**config.mk**
```make
export PLATFORM = sky130hd
export DESIGN_NAME = ddma_send_scheduler
export DESIGN_NICKNAME = d
export VERILOG_FILES = /design/src/rtl/ddma_send_scheduler.sv
export SDC_FILE = /design/constraint.sdc
export NUM_CORES = 1
export LEC_CHECK = 0
export BUFFER_PORTS_ARGS = -buffer_cell sky130_fd_sc_hd__buf_2
export CAP_MARGIN = 0
export CORE_UTILIZATION = 54
export CTS_CLUSTER_SIZE = 20
export DETAILED_ROUTE_END_ITERATION = 12
export GPL_TIMING_DRIVEN = 0
export PLACE_DENSITY_LB_ADDON = 0.1
export SYNTH_ARGS = -nofsm -noshare
export SYNTH_HDL_FRONTEND = slang
export SYNTH_SLANG_ARGS = --single-unit
export TNS_END_PERCENT = 20
```
**constraint.sdc**
```tcl
create_clock -name clock -period 8 [get_ports clock]
set_clock_uncertainty 0.2 [all_clocks]
set_input_delay 1.2 -clock clock [delete_from_list [all_inputs] [get_ports clock]]
set_output_delay 1.2 -clock clock [all_outputs]
set_load 0.005 [all_outputs]
```
**src/rtl/ddma_send_scheduler.sv**
```systemverilog
// ddma_send_scheduler
//   Buffers DMA send descriptors written by the CPU over MMIO. It issues them one at a
//   time to the DDMA send port and runs the cmd / irq_send handshake, so software does
//   not have to poll the send state. Completions are counted and raised as a sticky IRQ.
//
// Ports
//   clock, reset            rising-edge clock; asynchronous active-low reset
//   push_*_in               descriptor enqueue (valid, dest, addr, size)
//   push_ready_out          queue not full
//   flush_in                drop every queued descriptor; the in-flight one is kept
//   ddma_*_out              descriptor and cmd driven to the DDMA send port
//   ddma_irq_in             DDMA transfer-finished strobe
//   level_out               queued entries; the in-flight descriptor is not counted
//   busy_out                a descriptor is in flight or being released
//   done_count_out          completed transfers (wraps)
//   irq_done_out            sticky completion flag, cleared by irq_ack_in
//   irq_ack_in              clears irq_done_out and err_timeout_out
//   err_timeout_out         sticky flag: a transfer was aborted by timeout
module ddma_send_scheduler #(
    parameter int unsigned MEMORY_WIDTH   = 32,
    parameter int unsigned QUEUE_DEPTH    = 4,
    parameter int unsigned TIMEOUT_CYCLES = 65535
) (
    input  logic                          clock,
    input  logic                          reset,
    input  logic                          push_valid_in,
    input  logic [MEMORY_WIDTH-1:0]       push_dest_in,
    input  logic [MEMORY_WIDTH-1:0]       push_addr_in,
    input  logic [MEMORY_WIDTH-1:0]       push_size_in,
    output logic                          push_ready_out,
    input  logic                          flush_in,
    output logic [MEMORY_WIDTH-1:0]       ddma_dest_out,
    output logic [MEMORY_WIDTH-1:0]       ddma_addr_out,
    output logic [MEMORY_WIDTH-1:0]       ddma_size_out,
    output logic                          ddma_cmd_out,
    input  logic                          ddma_irq_in,
    output logic [$clog2(QUEUE_DEPTH):0]  level_out,
    output logic                          busy_out,
    output logic [MEMORY_WIDTH-1:0]       done_count_out,
    output logic                          irq_done_out,
    input  logic                          irq_ack_in,
    output logic                          err_timeout_out
);

    localparam int unsigned PtrW = $clog2(QUEUE_DEPTH);
    localparam int unsigned CntW = PtrW + 1;

    typedef enum logic [1:0] {StIdle, StIssue, StRelease} state_e;

    state_e                  state_q;
    logic [MEMORY_WIDTH-1:0] mem_dest_q [QUEUE_DEPTH];
    logic [MEMORY_WIDTH-1:0] mem_addr_q [QUEUE_DEPTH];
    logic [MEMORY_WIDTH-1:0] mem_size_q [QUEUE_DEPTH];
    logic [PtrW-1:0]         wr_ptr_q, rd_ptr_q;
    logic [CntW-1:0]         count_q, count_d;
    logic [31:0]             tmo_q;

    logic full, empty, push_acc, pop, timeout_hit, set_done, set_err;

    assign full     = (count_q == CntW'(QUEUE_DEPTH));
    assign empty    = (count_q == '0);
    // A full queue drops the push even when a pop happens on the same edge.
    assign push_acc = push_valid_in && !full && !flush_in;
    // Flush also blocks the issue of a head entry on that edge.
    assign pop      = (state_q == StIdle) && !empty && !flush_in;

    assign timeout_hit = (TIMEOUT_CYCLES != 0) && (tmo_q == TIMEOUT_CYCLES - 32'd1);
    assign set_done    = (state_q == StIssue) && ddma_irq_in;
    assign set_err     = (state_q == StIssue) && !ddma_irq_in && timeout_hit;

    assign push_ready_out = !full;
    assign level_out      = count_q;

    always_comb begin
        count_d = count_q;
        if (push_acc && !pop) begin
            count_d = count_q + 1'b1;
        end else if (!push_acc && pop) begin
            count_d = count_q - 1'b1;
        end
    end

    // Descriptor storage needs no reset; occupancy is tracked by the pointers and count.
    always_ff @(posedge clock) begin
        if (push_acc) begin
            mem_dest_q[wr_ptr_q] <= push_dest_in;
            mem_addr_q[wr_ptr_q] <= push_addr_in;
            mem_size_q[wr_ptr_q] <= push_size_in;
        end
    end

    always_ff @(posedge clock or negedge reset) begin
        if (!reset) begin
            wr_ptr_q <= '0;
            rd_ptr_q <= '0;
            count_q  <= '0;
        end else if (flush_in) begin
            wr_ptr_q <= '0;
            rd_ptr_q <= '0;
            count_q  <= '0;
        end else begin
            if (push_acc) wr_ptr_q <= wr_ptr_q + 1'b1;
            if (pop)      rd_ptr_q <= rd_ptr_q + 1'b1;
            count_q <= count_d;
        end
    end

    always_ff @(posedge clock or negedge reset) begin
        if (!reset) begin
            state_q         <= StIdle;
            ddma_dest_out   <= '0;
            ddma_addr_out   <= '0;
            ddma_size_out   <= '0;
            ddma_cmd_out    <= 1'b0;
            busy_out        <= 1'b0;
            done_count_out  <= '0;
            irq_done_out    <= 1'b0;
            err_timeout_out <= 1'b0;
            tmo_q           <= '0;
        end else begin
            unique case (state_q)
                StIdle: begin
                    if (pop) begin
                        ddma_dest_out <= mem_dest_q[rd_ptr_q];
                        ddma_addr_out <= mem_addr_q[rd_ptr_q];
                        ddma_size_out <= mem_size_q[rd_ptr_q];
                        ddma_cmd_out  <= 1'b1;
                        busy_out      <= 1'b1;
                        tmo_q         <= '0;
                        state_q       <= StIssue;
                    end
                end
                StIssue: begin
                    // A completion seen on the timeout edge still counts as a completion.
                    if (ddma_irq_in) begin
                        ddma_cmd_out   <= 1'b0;
                        done_count_out <= done_count_out + 1'b1;
                        state_q        <= StRelease;
                    end else if (timeout_hit) begin
                        ddma_cmd_out <= 1'b0;
                        state_q      <= StRelease;
                    end else begin
                        tmo_q <= tmo_q + 32'd1;
                    end
                end
                StRelease: begin
                    if (!ddma_irq_in) begin
                        busy_out <= 1'b0;
                        state_q  <= StIdle;
                    end
                end
                default: begin
                    ddma_cmd_out <= 1'b0;
                    busy_out     <= 1'b0;
                    state_q      <= StIdle;
                end
            endcase

            // Sticky flags: a set on the same edge as an ack wins.
            if (set_done) begin
                irq_done_out <= 1'b1;
            end else if (irq_ack_in) begin
                irq_done_out <= 1'b0;
            end
            if (set_err) begin
                err_timeout_out <= 1'b1;
            end else if (irq_ack_in) begin
                err_timeout_out <= 1'b0;
            end
        end
    end

endmodule
```
==> results.toml <==
[global_route]
grt_first_pass_wirelength_mm = 68.2
grt_max_degree = 89
grt_overflow_total = 0
grt.total_usage_pct = 22.3
grt_pass1_vias = 12100
antenna_found_initial = 9

[floorplanning]
die_h_um = 201
die_area_um2 = 40300
rows = 72
initial_utilization_pct = 54.9
die_w_um = 201
top_level_ports = 238
coreArea_um2 = 38800

[clock_tree]
cts_setup_buffers = 0
numClockSinks = 557
htree_levels = 2
ctsResizeCount = 0
clkTransAtPathRegs_ps = 60
cts_tree = "yes"
clock_path_buffers = 3
insertion_delay_ps = 600
numCtsBuffers = 56
cts_hold_buffers = 0
ctsRootBufferMaster = "clkbuf_16"

[place]
place_inst = 2064
place_ws_ps = 4080
portBuffers = 236
placement.cell_area_um2 = 23300
place_congestion = 0.786
dp_hpwl_mm = 27.0

[yosys]
synth.area.top_cells = "edfxtp_1 54%, dfrtp_1 20%, mux4_2 10%, nand2_1 5.6%, xnor2_1 1.4%"
syn_inst = 1304
yosys_register_bits = 557
synth_top_area_cell = "edfxtp_1"
syn-cell-area_um2 = 21300
postSynthAreaPerCell_um2 = 16.3
async_flop_share_pct = 31.1
yosysTopAreaCellShare_pct = 54.1
synth_nets = 1414
ys.flop_type = "edfxtp_1"
synth_edf_count = 384
synth_seq_area_share_pct = 74.4
yosysUniqueCellTypes = 47
synth_warnings = 0

[worst_setup_path]
critical_path.slowest_cell = "clkbuf_1"
start_kind = "primary input"
critPathMaxFanout = 10
crit_chain = "buf_2, clkbuf_1, nor4_2, buf_4, clkbuf_1, clkbuf_1, nand2_1, nand2_1"
arrival_ps = 3570
rr_worst_depth = 6
critPathMostFrequentCell = "clkbuf_1"
cp.required_ps = 8340
worst_setup_path_end_kind = "flop"
r2r_setup_slack_ps = 4790
worstSetupPathType = "in2reg"
startpoint = "flush_in"
max_stage_delay_ps = 690
reg2reg_from = "rd_ptr_q[0]$_DFFE_PN0P_"

[timing]
drv_slew = 0
hold_violations = 0
setup_slack_ps = 4770
rsz0062_at_grt = "false"
tightestPinTransition_ps = 981
min_period_ps = 3230
clock.fmax_ghz = 0.309
finalSetupViolCount = 0
final_min_period_over_clock_period_pct = 40.4
fin_setup_tns_ps = 0
max_slew_margin_pct = 34.6

[hold_path]
hold_start = "done_count_out[31]$_DFFE_PN0P_"
hold_class = "reg2reg"
min_path_cells = 1

[detailed_routing]
vias = 11800
ant_nets = 0
totalWireLength_mm = 43.6
route.detailed.drc = 0
drt_pass1_iterations = 5
drt_iter0_markers = 653
routedWlPerCell_um = 20.0
vias_per_cell = 5.41

[layout]
nFillCells = 2849
drive_gt1_share_pct = 26.6
seq_area_um2 = 15900
final_nets = 1714
areaGrowthSynthToFinish_pct = 17.6
stdcell_count = 2173
fin_area_um2 = 25100
multi_input_area_um2 = 5160

[power]
power_leakage_nw = 9.70
p_seq_share_pct = 46.9
p_int_w = 0.00561
p_per_area_nw_per_um2 = 311
combPwrFrac_pct = 21.4
switchingPower_w = 0.00219
switching_share_pct = 28.1
peakVddDrop_mv = 0.264
clock_power_share_pct = 31.7

[outcome]
status = "finished, final reports clean"

[flow_run]
cap_violations = 0
[cell usage after synthesis, types with 5 or more instances]
master	number
edfxtp_1	384
nand2_1	316
dfrtp_1	173
mux4_2	96
clkbuf_1	41
xnor2_1	35
nor2_1	30
nand3_1	25
a21oi_1	18
nand4_1	18
inv_1	16
nor3_1	16
o31ai_1	15
or4_1	14
xor2_1	12
and2_1	11
nor4_1	10
and4_1	9
buf_1	9
o21ai_0	9
ha_1	7
buf_2	5
[worst max-delay path: cells and delay by family]
family	cells	cell delay, ps
buf+inv	5	1760
simple gates	3	590
[power by group through the flow]
stage                     Sequential [W]  Combinational (W)  Clock (W)
after floorplan                  0.00372           0.000981          0
after global routing             0.00370            0.00187    0.00264
after CTS                        0.00366            0.00172    0.00252
after detailed placement         0.00371            0.00171          0
final                            0.00366            0.00167    0.00247
after global placement           0.00373            0.00166          0
[final timing paths]
| path | end |
|---|---|
| max | ddma_size_out[8]$_DFFE_PN0P_ |
| min | done_count_out[31]$_DFFE_PN0P_ |
| max reg2reg | ddma_dest_out[8]$_DFFE_PN0P_ |
| min reg2reg | done_count_out[31]$_DFFE_PN0P_ |
| max in group asynchronous | ddma_size_out[11]$_DFFE_PN0P_ |
| min in group asynchronous | ddma_dest_out[25]$_DFFE_PN0P_ |
[metal layers]
layer	vias up	share of wire (%)	track usage, %
met5	-	0.19	0
met4	12	2.0	6.65
met3	77	6.1	5.36
met2	265	49	36.5
met1	5911	43	30.0
li1	5488	-	-
[stage by stage]
stage	power [W]	util (%)	hold WS, ps
3_3_place_gp	0.00539	59.6	252
2_1_floorplan	0.00470	-	265
4_1_cts	0.00790	64.5	264
3_5_place_dp	0.00542	60.0	256
6_report	0.00780	64.5	258
5_1_grt	0.00820	64.5	279
[cell type report]
class / count / area share, %
sequential: 557 / 63.3
multi-input combinational: 673 / 20.6
clock buffer: 86 / 6.45
timing repair buffer: 242 / 5.33
tap: 518 / 2.59
buffer: 58 / 0.984
clock inverter: 19 / 0.494
inverter: 16 / 0.240
antenna: 4 / 0.0399
[logic make-up after synthesis]
group | Yosys count | synth area share [%]
compound gates | 54 | 1.77
flops | 557 | 74.4
simple gates | 467 | 9.72
xor+xnor | 47 | 1.93
fa+ha+maj | 8 | 0.505
buf+inv | 74 | 1.44
mux | 97 | 10.2
[sequential cells by signal, summed over array words and instances (netlist names)]
| signal | flops |
|---|---|
| busy_out | 1 |
| ddma_addr_out | 32 |
| ddma_cmd_out | 1 |
| ddma_dest_out | 32 |
| ddma_size_out | 32 |
| done_count_out | 32 |
| err_timeout_out | 1 |
| irq_done_out | 1 |
| level_out | 3 |
| mem_addr_q | 128 |
| mem_dest_q | 128 |
| mem_size_q | 128 |
| rd_ptr_q | 2 |
| state_q | 2 |
| tmo_q | 32 |
| wr_ptr_q | 2 |
[layout by cell type, fill, tap and decap left out, types with 7 or more instances in the layout]
cell type | Yosys | final
o31ai_1 | 15 | 15
and2_1 | 11 | 7
nor4_1 | 10 | 9
mux4_2 | 96 | 96
a21oi_1 | 18 | 18
clkbuf_8 | 0 | 8
nand3_1 | 25 | 25
o21ai_0 | 9 | 9
ha_1 | 7 | 7
nor2_1 | 30 | 30
nand4_1 | 18 | 18
edfxtp_1 | 384 | 384
nand2_1 | 316 | 316
buf_2 | 5 | 240
buf_1 | 9 | 9
or4_1 | 14 | 14
clkinv_2 | 0 | 9
nor3_1 | 16 | 16
dfrtp_1 | 173 | 173
and4_1 | 9 | 9
xor2_1 | 12 | 12
xnor2_1 | 35 | 35
inv_1 | 16 | 16
clkbuf_1 | 41 | 62
clkbuf_16 | 0 | 57
Note: power is estimated with default switching activity, not from simulation.
